File: config.mk
export PLATFORM = sky130hd
export DESIGN_NAME = mem_load_unit
export DESIGN_NICKNAME = d
export VERILOG_FILES = /design/src/rtl/load_pkg.sv /design/src/rtl/load_align_ext.sv /design/src/rtl/mem_load_unit.sv
export SDC_FILE = /design/constraint.sdc
export NUM_CORES = 1
export LEC_CHECK = 0
export BUFFER_PORTS_ARGS = -buffer_cell sky130_fd_sc_hd__buf_2
export CAP_MARGIN = 0
export CELL_PAD_IN_SITES_DETAIL_PLACEMENT = 0
export CELL_PAD_IN_SITES_GLOBAL_PLACEMENT = 1
export CORE_MARGIN = 4
export CORE_UTILIZATION = 33
export CTS_CLUSTER_SIZE = 24
export DETAILED_ROUTE_END_ITERATION = 10
export GPL_TIMING_DRIVEN = 0
export PLACE_DENSITY_LB_ADDON = 0.05
export SLEW_MARGIN = 20
export SYNTH_ARGS = -nofsm -noshare
export SYNTH_HDL_FRONTEND = slang
export SYNTH_SLANG_ARGS = --single-unit
File: constraint.sdc
create_clock -name clk -period 1.6 [get_ports clk]
set_clock_uncertainty 0.2 [all_clocks]
set_input_delay 0.16 -clock clk [delete_from_list [all_inputs] [get_ports clk]]
set_output_delay 0.16 -clock clk [all_outputs]
set_load 0.03 [all_outputs]
File: src/rtl/load_pkg.sv
// load_pkg: load opcode encodings, FSM state type and the alignment rule shared by the load unit.
package load_pkg;

    localparam logic [2:0] OP_LB  = 3'b000;
    localparam logic [2:0] OP_LH  = 3'b001;
    localparam logic [2:0] OP_LW  = 3'b011;
    localparam logic [2:0] OP_LBU = 3'b100;
    localparam logic [2:0] OP_LHU = 3'b101;

    typedef enum logic [1:0] {
        ST_IDLE = 2'd0,
        ST_READ = 2'd1,
        ST_RESP = 2'd2
    } state_t;

    // Unused opcodes (010/110/111) are words, so they need full word alignment too.
    function automatic logic is_misaligned(input logic [2:0] op, input logic [1:0] a);
        return (op == OP_LH || op == OP_LHU) ? a[0] :
               (op == OP_LB || op == OP_LBU) ? 1'b0 : (a != 2'b00);
    endfunction

endpackage

File: src/rtl/load_align_ext.sv
// load_align_ext: little-endian byte/halfword lane select with sign or zero extension.
module load_align_ext
    import load_pkg::*;
(
    input  logic [2:0]  op,
    input  logic [1:0]  addr,
    input  logic [31:0] word,
    output logic [31:0] ext
);

    logic [7:0]  b;
    logic [15:0] h;

    assign b   = word[{addr, 3'b000} +: 8];
    assign h   = addr[1] ? word[31:16] : word[15:0];
    assign ext = (op == OP_LB)  ? {{24{b[7]}}, b}  :
                 (op == OP_LH)  ? {{16{h[15]}}, h} :
                 (op == OP_LBU) ? {24'h0, b}       :
                 (op == OP_LHU) ? {16'h0, h}       : word;

endmodule

File: src/rtl/mem_load_unit.sv
// mem_load_unit: MEM-stage load FSM (IDLE/READ/RESP) with memory req/ack and result valid/ready.
// Defining LOAD_ADDR_CHECK_EN adds resp_err and skips memory for misaligned requests.
module mem_load_unit
    import load_pkg::*;
(
    input  logic        clk,
    input  logic        rst_n,
    input  logic        req_valid,
    output logic        req_ready,
    input  logic [2:0]  req_op,
    input  logic [31:0] req_addr,
    output logic        mem_rd_en,
    output logic [31:0] mem_addr,
    input  logic [31:0] mem_rdata,
    input  logic        mem_ack,
    output logic        resp_valid,
    input  logic        resp_ready,
`ifdef LOAD_ADDR_CHECK_EN
    output logic        resp_err,
`endif
    output logic [31:0] resp_data
);

    state_t      state_q, state_d;
    logic [2:0]  op_q, op_d;
    logic [31:0] addr_q, addr_d, data_q, data_d, ext;
`ifdef LOAD_ADDR_CHECK_EN
    logic        err_q, err_d;
`endif

    load_align_ext u_align (
        .op   (op_q),
        .addr (addr_q[1:0]),
        .word (mem_rdata),
        .ext  (ext)
    );

    always_ff @(posedge clk or negedge rst_n) begin
        if (!rst_n) begin
            state_q <= ST_IDLE;
            op_q    <= '0;
            addr_q  <= '0;
            data_q  <= '0;
`ifdef LOAD_ADDR_CHECK_EN
            err_q   <= 1'b0;
`endif
        end else begin
            state_q <= state_d;
            op_q    <= op_d;
            addr_q  <= addr_d;
            data_q  <= data_d;
`ifdef LOAD_ADDR_CHECK_EN
            err_q   <= err_d;
`endif
        end
    end

    always_comb begin
        state_d    = state_q;
        op_d       = op_q;
        addr_d     = addr_q;
        data_d     = data_q;
`ifdef LOAD_ADDR_CHECK_EN
        err_d      = err_q;
`endif
        req_ready  = 1'b0;
        mem_rd_en  = 1'b0;
        resp_valid = 1'b0;
        case (state_q)
            ST_IDLE: begin
                req_ready = 1'b1;
                if (req_valid) begin
                    op_d    = req_op;
                    addr_d  = req_addr;
                    state_d = ST_READ;
`ifdef LOAD_ADDR_CHECK_EN
                    err_d   = 1'b0;
                    if (is_misaligned(req_op, req_addr[1:0])) begin
                        state_d = ST_RESP;
                        data_d  = '0;
                        err_d   = 1'b1;
                    end
`endif
                end
            end
            ST_READ: begin
                mem_rd_en = 1'b1;
                if (mem_ack) begin
                    data_d  = ext;
                    state_d = ST_RESP;
                end
            end
            ST_RESP: begin
                resp_valid = 1'b1;
                if (resp_ready) state_d = ST_IDLE;
            end
            default: state_d = ST_IDLE;
        endcase
    end

    assign mem_addr  = mem_rd_en ? {addr_q[31:2], 2'b00} : 32'h0;
    assign resp_data = data_q;
`ifdef LOAD_ADDR_CHECK_EN
    assign resp_err  = err_q;
`endif

endmodule

### Word-level counts from Yosys, hierarchy flattened

Index checks and enable logic that the tools add are counted.

* bits in registers: 69
* output and inout port bits: 67
* logic and storage cells: 31

* eq/ne operators: 8
* shift-type cells: 1
* muxes and demuxes: 13
* reductions and logical operators: 5

Operators with widths (number)
* $mux W32: 5
* $shiftx A32 B6 Y8: 1
* $mux W16: 1
* $eq A3 B3 Y1 const B: 2
* $mux W2: 3
* $ne A2 B2 Y1 const B: 3
* $pmux W2 S3: 1
* $reduce_and A2 Y1: 2
* $eq A3 B1 Y1 const B: 1
* $logic_not A3 Y1: 1
* $mux W1: 3
* $reduce_and A3 Y1: 1
* $eq A2 B1 Y1 const B: 1
* $eq A2 B2 Y1 const B: 1
* $logic_not A2 Y1: 1

### Longest topological paths before layout

Gate-level depths: netlist of run 1.

* depth after elaboration: 5
* mapped depth: 6
* gate-level depth less buffers: 4

### Modules after synthesis

A second synthesis of run 1 with hierarchy kept.

* cells, all modules: 296
* area, all modules: 3494.6 µm²

By module, submodules not included
* mem_load_unit: instances 1, cells each 189, area an instance 2829.0 µm², sequential area each 1726.7 µm²
* load_align_ext: instances 1, cells each 107, area an instance 665.6 µm², sequential area each 0.0 µm²

### Worst setup path after synthesis of run 1

Ideal clock, no wire load.

* kind: register -> register
* start point: register state_q[0]
* end point: register addr_q[0]
* library setup time: 125 ps
* arrival: 1734 ps
* data required time: 1275 ps
* setup slack: -459 ps
* stages on the path, launching flop included: 6
* path buffers: 2
* cell sequence: dfrtp_1 -> nor2_1 -> and2_1 -> buf_2 -> buf_4 -> mux2_2

* cells in the longest elaborated chain, start to end: 2

RTL lines
* from (decl): line mem_load_unit.sv:24 `state_t state_q, state_d;`
* from (signal assigned): line mem_load_unit.sv:48 `state_q <= state_d;`
* $logic_not A2 Y1: line mem_load_unit.sv:69 `case (state_q)`
* $reduce_and A2 Y1 (no source line)
* to (signal assigned): line mem_load_unit.sv:50 `addr_q <= addr_d;`
* to (decl): line mem_load_unit.sv:26 `logic [31:0] addr_q, addr_d, data_q, data_d, ext;`

Every way passes these cells.
A chain may end at the register's enable or synchronous reset.

### Worst setup path after layout of run 1

* start point: register addr_q[0]
* end point: register data_q[13] (netlist: resp_data[13])

* cells in the longest elaborated chain, start to end: 2

RTL lines
* $shiftx A32 B6 Y8: line load_align_ext.sv:14 `assign b = word[{addr, 3'b000} +: 8];`
* $mux W32: line load_align_ext.sv:16 `assign ext = (op == OP_LB) ? {{24{b[7]}}, b} :`
* to (signal assigned): line mem_load_unit.sv:51 `data_q <= data_d;`
* to (decl): line mem_load_unit.sv:26

Every way passes these cells.

==> impl_metrics.py, run 1 <==
metrics = {
    "grt": {
        "gr-usage-all-layers_pct": 19.0,
        "grt.busiest_layer": "met2",
        "grt_pass1_wl_um": 17400,
        "grtUsageMet3_pct": 5.15,
        "antenna_found_initial": 1,
        "grt_use_met2_pct": 32.7,
        "grt_pass1_vias": 3426,
        "grtUsageMet1_pct": 23.5,
        "grt_start_max_net_pins": 36,
        "grt_overflow_total": 0,
    },
    "floorplanning": {
        "core-area_sq_um": 9860,
        "row_count": 36,
        "start_util_pct": 34.1,
        "dieHeight_um": 109,
        "die_area_sq_um": 11900,
        "io_pins": 139,
        "die_w_um": 109,
    },
    "status": {
        "status": "finished with violations",
        "violations": "negative setup slack",
    },
    "sta": {
        "slew_violations": 0,
        "period_minus_slack_ps": 1790,
        "setup_violations": 97,
        "finalHoldViolCount": 0,
        "max_freq_mhz": 560,
        "fin_crit_sh_pct": 112,
        "rsz0062_at_grt": "yes",
        "fin_ws_ps": -185,
    },
    "logic_synthesis": {
        "ys.warnings.count": 0,
        "ys_ff_latch": 69,
        "syn_area_sq_um": 3360,
        "yosysTopAreaCellShare_pct": 51.4,
        "yosysTopAreaCell": "dfrtp_1",
        "synthTopCellsByArea": "dfrtp_1 (51%), mux2_2 (11%), and2_1 (6.0%)",
        "synth_cells": 306,
        "synth_seq_area_share_pct": 51.4,
        "syn_avg_cell_area_sq_um": 11.0,
        "synth.distinct_cells": 36,
    },
    "routing": {
        "dr.pass1.iters": 4,
        "wirelength_um": 11000,
        "drc": 0,
        "wl_per_cell_um": 16.2,
        "via_count": 3182,
        "vias_per_cell": 4.70,
        "drt_iter0_markers": 88,
        "final_antenna_net_count": 0,
    },
    "power_and_ir_drop": {
        "powerDensity_nw_per_um2": 1810,
        "power_leakage_nw": 2.70,
        "ir_drop_mv": 0.905,
    },
    "clock_tree": {
        "numCtsBuffers": 9,
        "clockRootBuffer": "clkbuf_8",
        "clk_latency_ps": 340,
        "cts.htree.levels": 3,
        "cts.sinks": 69,
        "cts_tree": "done",
        "clk_pin_slew_ps": 80,
        "cts_max_path_buffers": 2,
    },
    "setup_path": {
        "crit_required_ps": 1620,
        "slowest_stage": "mux4_2",
        "slowest_delay_ps": 520,
        "path_cells": "mux4_2 > and3b_4 > nor2_4 > buf_12 > a21oi_2",
        "cpLargestDelayFamily": "multiplexers",
        "crit_buf_inv": 1,
        "arrival_ps": 1810,
        "worst_setup_path_start_kind": "register",
        "worstSetupPathType": "reg2reg",
        "cp-end-kind": "register",
        "cp_max_fo": 7,
    },
    "worst_hold_path": {
        "hold_class": "in2reg",
    },
    "cells_and_area": {
        "drive_above_1_share_pct": 58.3,
        "area_growth_pct": 76.8,
        "final_util_pct": 60.2,
        "fin_nets": 611,
        "fillers": 852,
        "design_area_sq_um": 5940,
        "diodes": 0,
    },
    "placed_design": {
        "portBuffers": 136,
        "place.gp.congestion": 0.767,
        "dp_hpwl_um": 7400,
        "dpl_cell_area_sq_um": 4330,
    },
    "run": {
        "max-cap-violations": 0,
    },
}
## path summary, 6_finish.rpt
check | startpoint | end | slack (ps) | depth (start not counted)
setup reg to reg | addr_q[0] | resp_data[13] | -190 | 5
hold reg to reg | resp_data[7] | resp_data[7] | 290 | 2
min in group asynchronous | rst_n | resp_data[25] | 110 | 2
hold / removal | mem_rdata[11] | resp_data[11] | 10 | 3
max in group asynchronous | rst_n | state_q[0] | 530 | 3
setup / recovery | addr_q[0] | resp_data[13] | -190 | 5
## flip-flops by register name, indices dropped and copies added, names as in the netlist
| name | count |
|---|---|
| state_q | 2 |
| addr_q | 32 |
| resp_data | 32 |
| op_q | 3 |
## power breakdown
part / internal, mW / total [mW] / leakage [nW] / switching [mW]
combinational: 2.91 / 6.25 / 1.82 / 3.33
sequential: 2.57 / 3.04 / 0.792 / 0.465
clock: 0.756 / 1.45 / 0.0943 / 0.692
total: 6.24 / 10.7 / 2.70 / 4.49
## stage by stage
| stage | total power, mW | worst slack, ps | cells | setup TNS (ps) | hold WS (ps) |
|---|---|---|---|---|---|
| floorplan | 6.46 | -133 | 307 | -5090 | -336 |
| global placement | 7.75 | -493 | 576 | -36990 | 166 |
| detailed placement | 7.84 | -521 | 577 | -18230 | -46.0 |
| CTS | 10.3 | -217 | 668 | -14700 | 1.14 |
| global route | 11.4 | -252 | 677 | -19660 | 12.2 |
| finish | 10.7 | -185 | 677 | -14130 | 13.5 |
## worst register-to-register path: stages (launching register included)
cell	delay, ps
dfrtp_1	390
mux4_2	520
and3b_4	240
nor2_4	130
buf_12	130
a21oi_2	50
## layer usage
| layer | up-vias | share of wire (%) |
|---|---|---|
| met5 | - | 0.11 |
| met4 | 2 | 0.97 |
| met3 | 13 | 6.7 |
| met2 | 99 | 50 |
| met1 | 1527 | 42 |
| li1 | 1541 | - |
## cells by family after synthesis
| logic type | Yosys count | synth area share (%) |
|---|---|---|
| other | 1 | 0.112 |
| buffers and inverters | 27 | 4.17 |
| and+or+nand+nor | 106 | 17.1 |
| AOI/OAI and AO/OA | 66 | 14.2 |
| DFF | 69 | 51.4 |
| muxes | 37 | 13.0 |
## cell usage in the layout (no fill, tap or decap), types with 3 or more instances in the layout
cell | Yosys | routed
a211oi_2 | 0 | 5
buf_6 | 1 | 40
o221a_2 | 7 | 7
a22oi_1 | 7 | 7
buf_4 | 5 | 15
a22o_1 | 7 | 7
o21ai_2 | 0 | 3
buf_2 | 10 | 103
nor2_4 | 1 | 4
nand2_1 | 19 | 18
clkbuf_2 | 0 | 3
clkbuf_8 | 0 | 10
nor2_1 | 30 | 27
dlygate4sd3_1 | 0 | 64
mux2_2 | 34 | 33
clkinvlp_4 | 0 | 3
and2_4 | 0 | 30
buf_8 | 0 | 7
a21oi_2 | 1 | 23
dfrtp_1 | 69 | 67
and3b_1 | 7 | 7
nor3_1 | 7 | 7
buf_12 | 0 | 8
o21ai_1 | 0 | 4
## what timing repair did
item	in CTS	in global routing
gates cloned	3	2
pin swaps	23	11
hold buffers	64	0
buffers inserted	9	7
resized for setup	126	58
endpoints found under the hold margin	131	0
endpoints found under the setup margin	92	99
## synth_stat cells (all sizes together)
| master | n |
|---|---|
| dfrtp | 69 |
| mux2 | 34 |
| and2 | 32 |
| nor2 | 31 |
| a21oi | 24 |
| nand2 | 19 |
| buf | 16 |
| o21ai | 9 |
| and3b | 8 |
| clkbuf | 8 |
| a211oi | 7 |
| a22o | 7 |
| a22oi | 7 |
| nor3 | 7 |
| o221a | 7 |
| inv | 3 |
| a2111oi | 2 |
| a21o | 2 |
| and4b | 2 |
| mux4 | 2 |
| nand2b | 2 |
| nor2b | 2 |
| and2b | 1 |
| conb | 1 |
| mux2i | 1 |
| nand3b | 1 |
| nor3b | 1 |
| o31ai | 1 |
## layout make-up
class                           instances  area, sq um  area share (%)
Clock buffer                           10          138            2.32
Buffer                                 23          258            4.34
Timing Repair Buffer                  222         1810            30.5
Clock inverter                          6         62.6            1.05
Sequential cell                        69         1730            29.1
Multi-Input combinational cell        211         1770            29.7
Tap cell                              133          166            2.80
Inverter                                3         11.3           0.190
(Power assumes the default switching activity.)
==> run 2: changes to the inputs <==
--- a/config.mk
+++ b/config.mk
@@ -18,4 +18,5 @@
 export SLEW_MARGIN = 20
 export SYNTH_ARGS = -nofsm -noshare
 export SYNTH_HDL_FRONTEND = slang
+export SYNTH_HIERARCHICAL = 1
 export SYNTH_SLANG_ARGS = --single-unit
==> run 2 against run 1 <==
  * The run still ends with negative setup slack left
  * Sequential share of layout area fell by 1.7 points
  * Worst setup slack got worse by 220 ps
  * Count of clock-buffer cells in the layout rose by 3
  * Critical path type unchanged
  * Critical endpoint unchanged
==> impl_metrics.py, run 2 <==
metrics = {
    "status": {
        "status": "finished with violations",
        "violations": "negative setup slack",
    },
    "routing": {
        "wirelength_um": 11100,
        "wl_per_cell_um": 16.4,
        "vias_per_cell": 4.63,
        "dr.pass1.iters": 4,
        "drt_iter0_markers": 75,
        "final_antenna_net_count": 0,
        "drc": 0,
        "via_count": 3140,
    },
    "clock_tree": {
        "numCtsBuffers": 9,
        "cts_max_path_buffers": 2,
        "cts_tree": "done",
        "clk_pin_slew_ps": 80,
        "clockRootBuffer": "clkbuf_8",
        "clk_latency_ps": 340,
        "cts.htree.levels": 3,
        "cts.sinks": 69,
    },
    "power_and_ir_drop": {
        "pwr-share-clk_pct": 11.2,
        "powerDensity_nw_per_um2": 2140,
        "p_seq_share_pct": 23.4,
        "ir_drop_mv": 0.976,
        "power_leakage_nw": 3.12,
        "switching_power_mw": 5.37,
        "power.share.combinational_pct": 65.3,
        "internal_power_mw": 8.13,
        "p_sw_share_pct": 39.8,
        "power_mw": 13.5,
    },
    "sta": {
        "setup_violations": 99,
        "rsz0062_at_grt": "yes",
        "slew_violations": 0,
        "period_minus_slack_ps": 2000,
        "max_freq_mhz": 499,
        "final.setup.tns_ps": -30910,
        "worst_pin_slew_ps": 603,
        "finalHoldViolCount": 0,
        "fin_crit_sh_pct": 125,
        "relSlewSlack_pct": 59.6,
        "fin_ws_ps": -402,
    },
    "logic_synthesis": {
        "ys.flop_type": "dfrtp_1",
        "synth_commonest_cells": "dfrtp_1 (69), mux2_2 (63), nand2_1 (33), and2_1 (30), a21oi_1 (10)",
        "synth_seq_area_share_pct": 49.4,
        "yosysTopAreaCellShare_pct": 49.4,
        "syn_avg_cell_area_sq_um": 11.8,
        "synth.distinct_cells": 31,
        "ys_ff_latch": 69,
        "synth-edff-count": 0,
        "synth_cells": 296,
        "ys.warnings.count": 6,
        "yosysTopAreaCell": "dfrtp_1",
        "synthTopCellsByArea": "dfrtp_1 (49%), mux2_2 (20%), and2_1 (5.4%)",
        "syn_area_sq_um": 3490,
        "async_reset_ff_share_pct": 100,
        "synth.most_common_cell": "dfrtp_1",
    },
    "cells_and_area": {
        "fin_nets": 609,
        "multi_input_area_sq_um": 2030,
        "diodes": 0,
        "area_growth_pct": 80.7,
        "fin_cells": 678,
        "final_common_cell": "buf_2",
        "seqCellArea_sq_um": 1730,
        "fillers": 855,
        "drive_above_1_share_pct": 63.3,
        "layout_common_cells": "buf_2 (103), dfrtp_1 (66), dlygate4sd3_1 (60)",
    },
    "setup_path": {
        "slowest_stage": "dfrtp_1",
        "cp-end-kind": "register",
        "cpLargestDelayFamily": "multiplexers",
        "arrival_ps": 2030,
        "crit_required_ps": 1630,
        "worst_setup_path_start_kind": "register",
        "cp_max_fo": 7,
        "crit_buf_inv": 1,
        "worstSetupPathType": "reg2reg",
        "slowest_delay_ps": 410,
        "path_cells": "buf_6 > mux2_4 > mux2i_4 > nor4_4 > a221o_1 > mux2_2",
        "cp-startpoint": "addr_q[1]",
        "timing.rr.start": "addr_q[1]",
    },
    "floorplanning": {
        "start_util_pct": 33.9,
        "dieHeight_um": 111,
        "row_count": 37,
        "die_w_um": 111,
        "core-area_sq_um": 10300,
        "io_pins": 139,
        "die_area_sq_um": 12300,
    },
    "grt": {
        "gr-usage-all-layers_pct": 17.4,
        "grt_start_max_net_pins": 49,
        "antenna_found_initial": 0,
        "grt_pass1_vias": 3373,
        "grt_overflow_total": 0,
        "grt_pass1_wl_um": 17300,
    },
    "run": {
        "max-cap-violations": 0,
    },
    "placed_design": {
        "place.gp.congestion": 0.723,
        "portBuffers": 136,
        "dp_hpwl_um": 7110,
        "placedCellCount": 570,
    },
    "worst_hold_path": {
        "hold_class": "in2reg",
        "worstHoldStart": "mem_rdata[1]",
    },
}
run 2: changes by cell type after synthesis, moves of 8 or more:
cell,before,now
a21oi_1,22,10
mux2_2,34,63
nand2_1,19,33
nor2_1,30,6
nor2b_1,1,9
run 2: cell families after synthesis:
kind of cell    Yosys count  synth area share, %
buf+inv                  25                 4.55
mux                      71                 23.0
flops                    69                 49.4
other cells               1                0.107
simple gates             89                 13.9
compound gates           41                 8.99
run 2: worst paths after layout:
path / endpoint / slack (ps) / depth (start not counted)
min in group asynchronous: resp_data[28] / 50 / 2
min reg2reg: resp_data[21] / 300 / 1
max: resp_data[13] / -400 / 6
max reg2reg: resp_data[13] / -400 / 6
min: resp_data[1] / 20 / 3
max in group asynchronous: op_q[0] / 600 / 3
run 2: layer usage:
layer / GRT usage [%] / wire length [um] / vias up
li1: - / - / 1505
met5: 0 / 0 / -
met1: 21.0 / 4510 / 1504
met2: 29.1 / 5610 / 113
met4: 7.72 / 216 / 0
met3: 4.75 / 748 / 18
run 2: power groups by stage:
stage	Combinational, mW	Clock [mW]	Sequential (mW)
2_1_floorplan	3.95	0	3.82
3_3_place_gp	6.22	0	3.12
3_5_place_dp	6.26	0	3.13
4_1_cts	7.34	1.57	3.13
5_1_grt	9.37	1.65	3.29
6_report	8.82	1.52	3.16
run 2: final cells by class:
class                      instances  share of cell area (%)
multi-input combinational        203                    32.1
tap                              136                    2.69
sequential                        69                    27.4
clock inverter                     3                   0.674
buffer                            22                    3.65
clock buffer                      13                    2.67
timing repair buffer             230                    30.7
inverter                           2                   0.119
run 2: timing repair:
| action | in CTS | in global routing |
|---|---|---|
| cloned | 4 | 4 |
| hold endpoints to repair | 127 | 0 |
| endpoints found under the setup margin | 99 | 99 |
| hold buffers | 60 | 0 |
| gates resized for setup | 55 | 179 |
| pin swaps | 2 | 27 |
| buffers inserted | 13 | 14 |
run 2: through the flow:
stage / cell area (sq um) / hold slack, ps / utilization (%) / setup slack (ps)
6_report: 6320 / 20.1 / 61.2 / -402
5_1_grt: 6320 / 28.4 / 61.2 / -496
4_1_cts: 5750 / 2.03 / 55.7 / -393
3_5_place_dp: 4530 / -118 / 43.9 / -574
3_3_place_gp: 4500 / 160 / 43.6 / -576
2_1_floorplan: 3650 / -336 / - / -291
run 2: tightest hold or removal path: cells and delay by family:
family / cells / cell delay [ps]
AOI/OAI and AO/OA: 1 / 150
buffers and inverters: 1 / 90
muxes: 1 / 140
==> run 3: changes to the inputs <==
--- a/config.mk
+++ b/config.mk
@@ -10,7 +10,7 @@
 export CELL_PAD_IN_SITES_DETAIL_PLACEMENT = 0
 export CELL_PAD_IN_SITES_GLOBAL_PLACEMENT = 1
 export CORE_MARGIN = 4
-export CORE_UTILIZATION = 33
+export CORE_UTILIZATION = 31
 export CTS_CLUSTER_SIZE = 24
 export DETAILED_ROUTE_END_ITERATION = 10
 export GPL_TIMING_DRIVEN = 0
==> run 3 against run 2 <==
  * Highest routed layer unchanged
  * Die area grew 6.0%
  * Maximum frequency grew 0.75%
  * The run still ends with negative setup slack left
  * Critical endpoint is now resp_data[28]
  * Critical path depth grew 2
  * Via count shrank 5.5%
  * Combinational power shrank 22%
==> impl_metrics.py, run 3 (synthesis results as in run 2) <==
metrics = {
    "status": {
        "status": "finished with violations",
        "violations": "negative setup slack",
    },
    "grt": {
        "grt_start_max_net_pins": 48,
        "gr-usage-all-layers_pct": 16.2,
        "antenna_found_initial": 0,
        "grt_overflow_total": 0,
        "grt_pass1_vias": 3163,
        "grt_pass1_wl_um": 16400,
    },
    "routing": {
        "met1_length_um": 4610,
        "drt_iter0_markers": 103,
        "wirelength_um": 10300,
        "vias_per_cell": 4.56,
        "final_antenna_net_count": 0,
        "wl_met3_um": 744,
        "wl_met2_um": 4870,
        "top_layer_used": "met4",
        "wl_per_cell_um": 15.9,
        "via_count": 2967,
        "drc": 0,
        "dr.pass1.iters": 5,
    },
    "floorplanning": {
        "io_pins": 139,
        "row_count": 38,
        "die_area_sq_um": 13000,
        "core-area_sq_um": 10900,
        "start_util_pct": 32.0,
        "die_w_um": 114,
        "dieHeight_um": 114,
    },
    "clock_tree": {
        "clk_pin_slew_ps": 60,
        "clk_latency_ps": 330,
        "cts_tree": "done",
        "numCtsBuffers": 9,
        "cts.sinks": 69,
        "clockRootBuffer": "clkbuf_16",
        "cts.htree.levels": 3,
        "cts_max_path_buffers": 2,
    },
    "placed_design": {
        "portBuffers": 136,
        "pre_cts_ws_ps": -606,
        "dp_hpwl_um": 7260,
        "place.gp.congestion": 0.689,
        "dpl_cell_area_sq_um": 4530,
    },
    "power_and_ir_drop": {
        "internal_power_mw": 6.93,
        "powerDensity_nw_per_um2": 2140,
        "p_sw_share_pct": 41.7,
        "switching_power_mw": 4.96,
        "p_seq_share_pct": 26.5,
        "ir_drop_mv": 0.827,
        "power_leakage_nw": 2.82,
        "pwr-share-clk_pct": 16.0,
        "power.share.combinational_pct": 57.5,
    },
    "cells_and_area": {
        "diodes": 0,
        "fin_nets": 578,
        "final_common_cell": "buf_2",
        "layout_common_cells": "buf_2 (136), dfrtp_1 (67), dlygate4sd3_1 (51)",
        "area_growth_pct": 59.0,
        "design_area_sq_um": 5560,
        "drive_above_1_share_pct": 55.4,
    },
    "setup_path": {
        "cp-end-kind": "register",
        "reg2reg_depth": 8,
        "r2r_slack_ps": -390,
        "cp_max_fo": 5,
        "timing.rr.start": "addr_q[1]",
        "timing.rr.end": "resp_data[28]",
        "worst_setup_path_start_kind": "register",
        "arrival_ps": 2000,
        "worstSetupPathType": "reg2reg",
        "crit_required_ps": 1610,
    },
    "sta": {
        "slew_violations": 0,
        "setup_violations": 97,
        "hold_ws_ps": 12.6,
        "finalHoldViolCount": 0,
        "fin_ws_ps": -387,
        "period_minus_slack_ps": 1990,
        "rsz0062_at_grt": "yes",
        "fin_crit_sh_pct": 124,
        "worst_pin_slew_ps": 648,
        "max_freq_mhz": 503,
        "relSlewSlack_pct": 56.6,
    },
    "worst_hold_path": {
        "whs_endpoint": "resp_data[0]",
        "whs_path_depth": 3,
        "worstHoldStart": "mem_rdata[0]",
        "hold_class": "in2reg",
    },
    "run": {
        "max-cap-violations": 0,
    },
}
==> run 3: changes by cell type in the layout (fill, tap and decap cells not counted), sizes merged <==
cell / delta
dlygate4sd3: -9
clkbuf: +2
bufinv: -1
buf: -24
clkinvlp: +1
==> run 3: how the worst max path moves through the flow <==
stage / depth (start not counted) / endpoint / from
after floorplan: 6 / resp_data[10] / addr_q[1]
after global placement: 5 / resp_data[9] / op_q[1]
after detailed placement: 5 / resp_data[11] / op_q[1]
after CTS: 8 / resp_data[28] / addr_q[1]
after global routing: 8 / resp_data[23] / addr_q[1]
final: 8 / resp_data[28] / addr_q[1]
==> run 3: final cells by class <==
| class | instances | area (sq um) |
|---|---|---|
| clock buffer | 13 | 260 |
| buffer | 22 | 184 |
| tap | 140 | 175 |
| fill | 1013 | 5380 |
| inverter | 2 | 7.51 |
| clock inverter | 3 | 20.0 |
| timing repair buffer | 199 | 1320 |
| sequential | 69 | 1730 |
| multi-input combinational | 203 | 1860 |
==> run 3: repair_timing <==
item / in CTS / in global routing
gates resized for setup: 34 / 14
pin swaps: 2 / 1
cloned: 1 / 0
endpoints found under the hold margin: 118 / 1
buffers inserted: 10 / 0
endpoints found under the setup margin: 98 / 100
hold buffers: 51 / 1
==> run 3: metrics by stage <==
step	total power [mW]	util [%]	setup TNS [ps]	std cells
finish	11.9	50.8	-22250	651
global route	12.7	50.8	-30070	651
CTS	12.0	50.4	-23520	651
detailed placement	9.42	41.5	-28890	574
global placement	9.36	41.2	-52120	573
floorplan	7.77	-	-9880	297
==> run 3: worst max-delay path: stages (launching register included) <==
cell     delay [ps]
dfrtp_1         400
buf_6           130
mux2_4          310
mux2i_1         120
or3_1           130
buf_6           130
buf_6           130
nand2_2          40
mux2_4          260
==> run 3: metal layers <==
metal,global-route usage (%),vias up
met2,26.0,101
met5,0,-
met4,6.18,0
met1,20.4,1411
li1,-,1447
met3,5.23,8
==> run 3: power by group through the flow <==
stage          Combinational, mW  Clock (mW)  Sequential [mW]
3_5_place_dp                6.26           0             3.16
5_1_grt                     7.36        2.02             3.28
2_1_floorplan               3.95           0             3.82
3_3_place_gp                6.23           0             3.14
4_1_cts                     6.83        1.96             3.16
6_report                    6.85        1.90             3.15
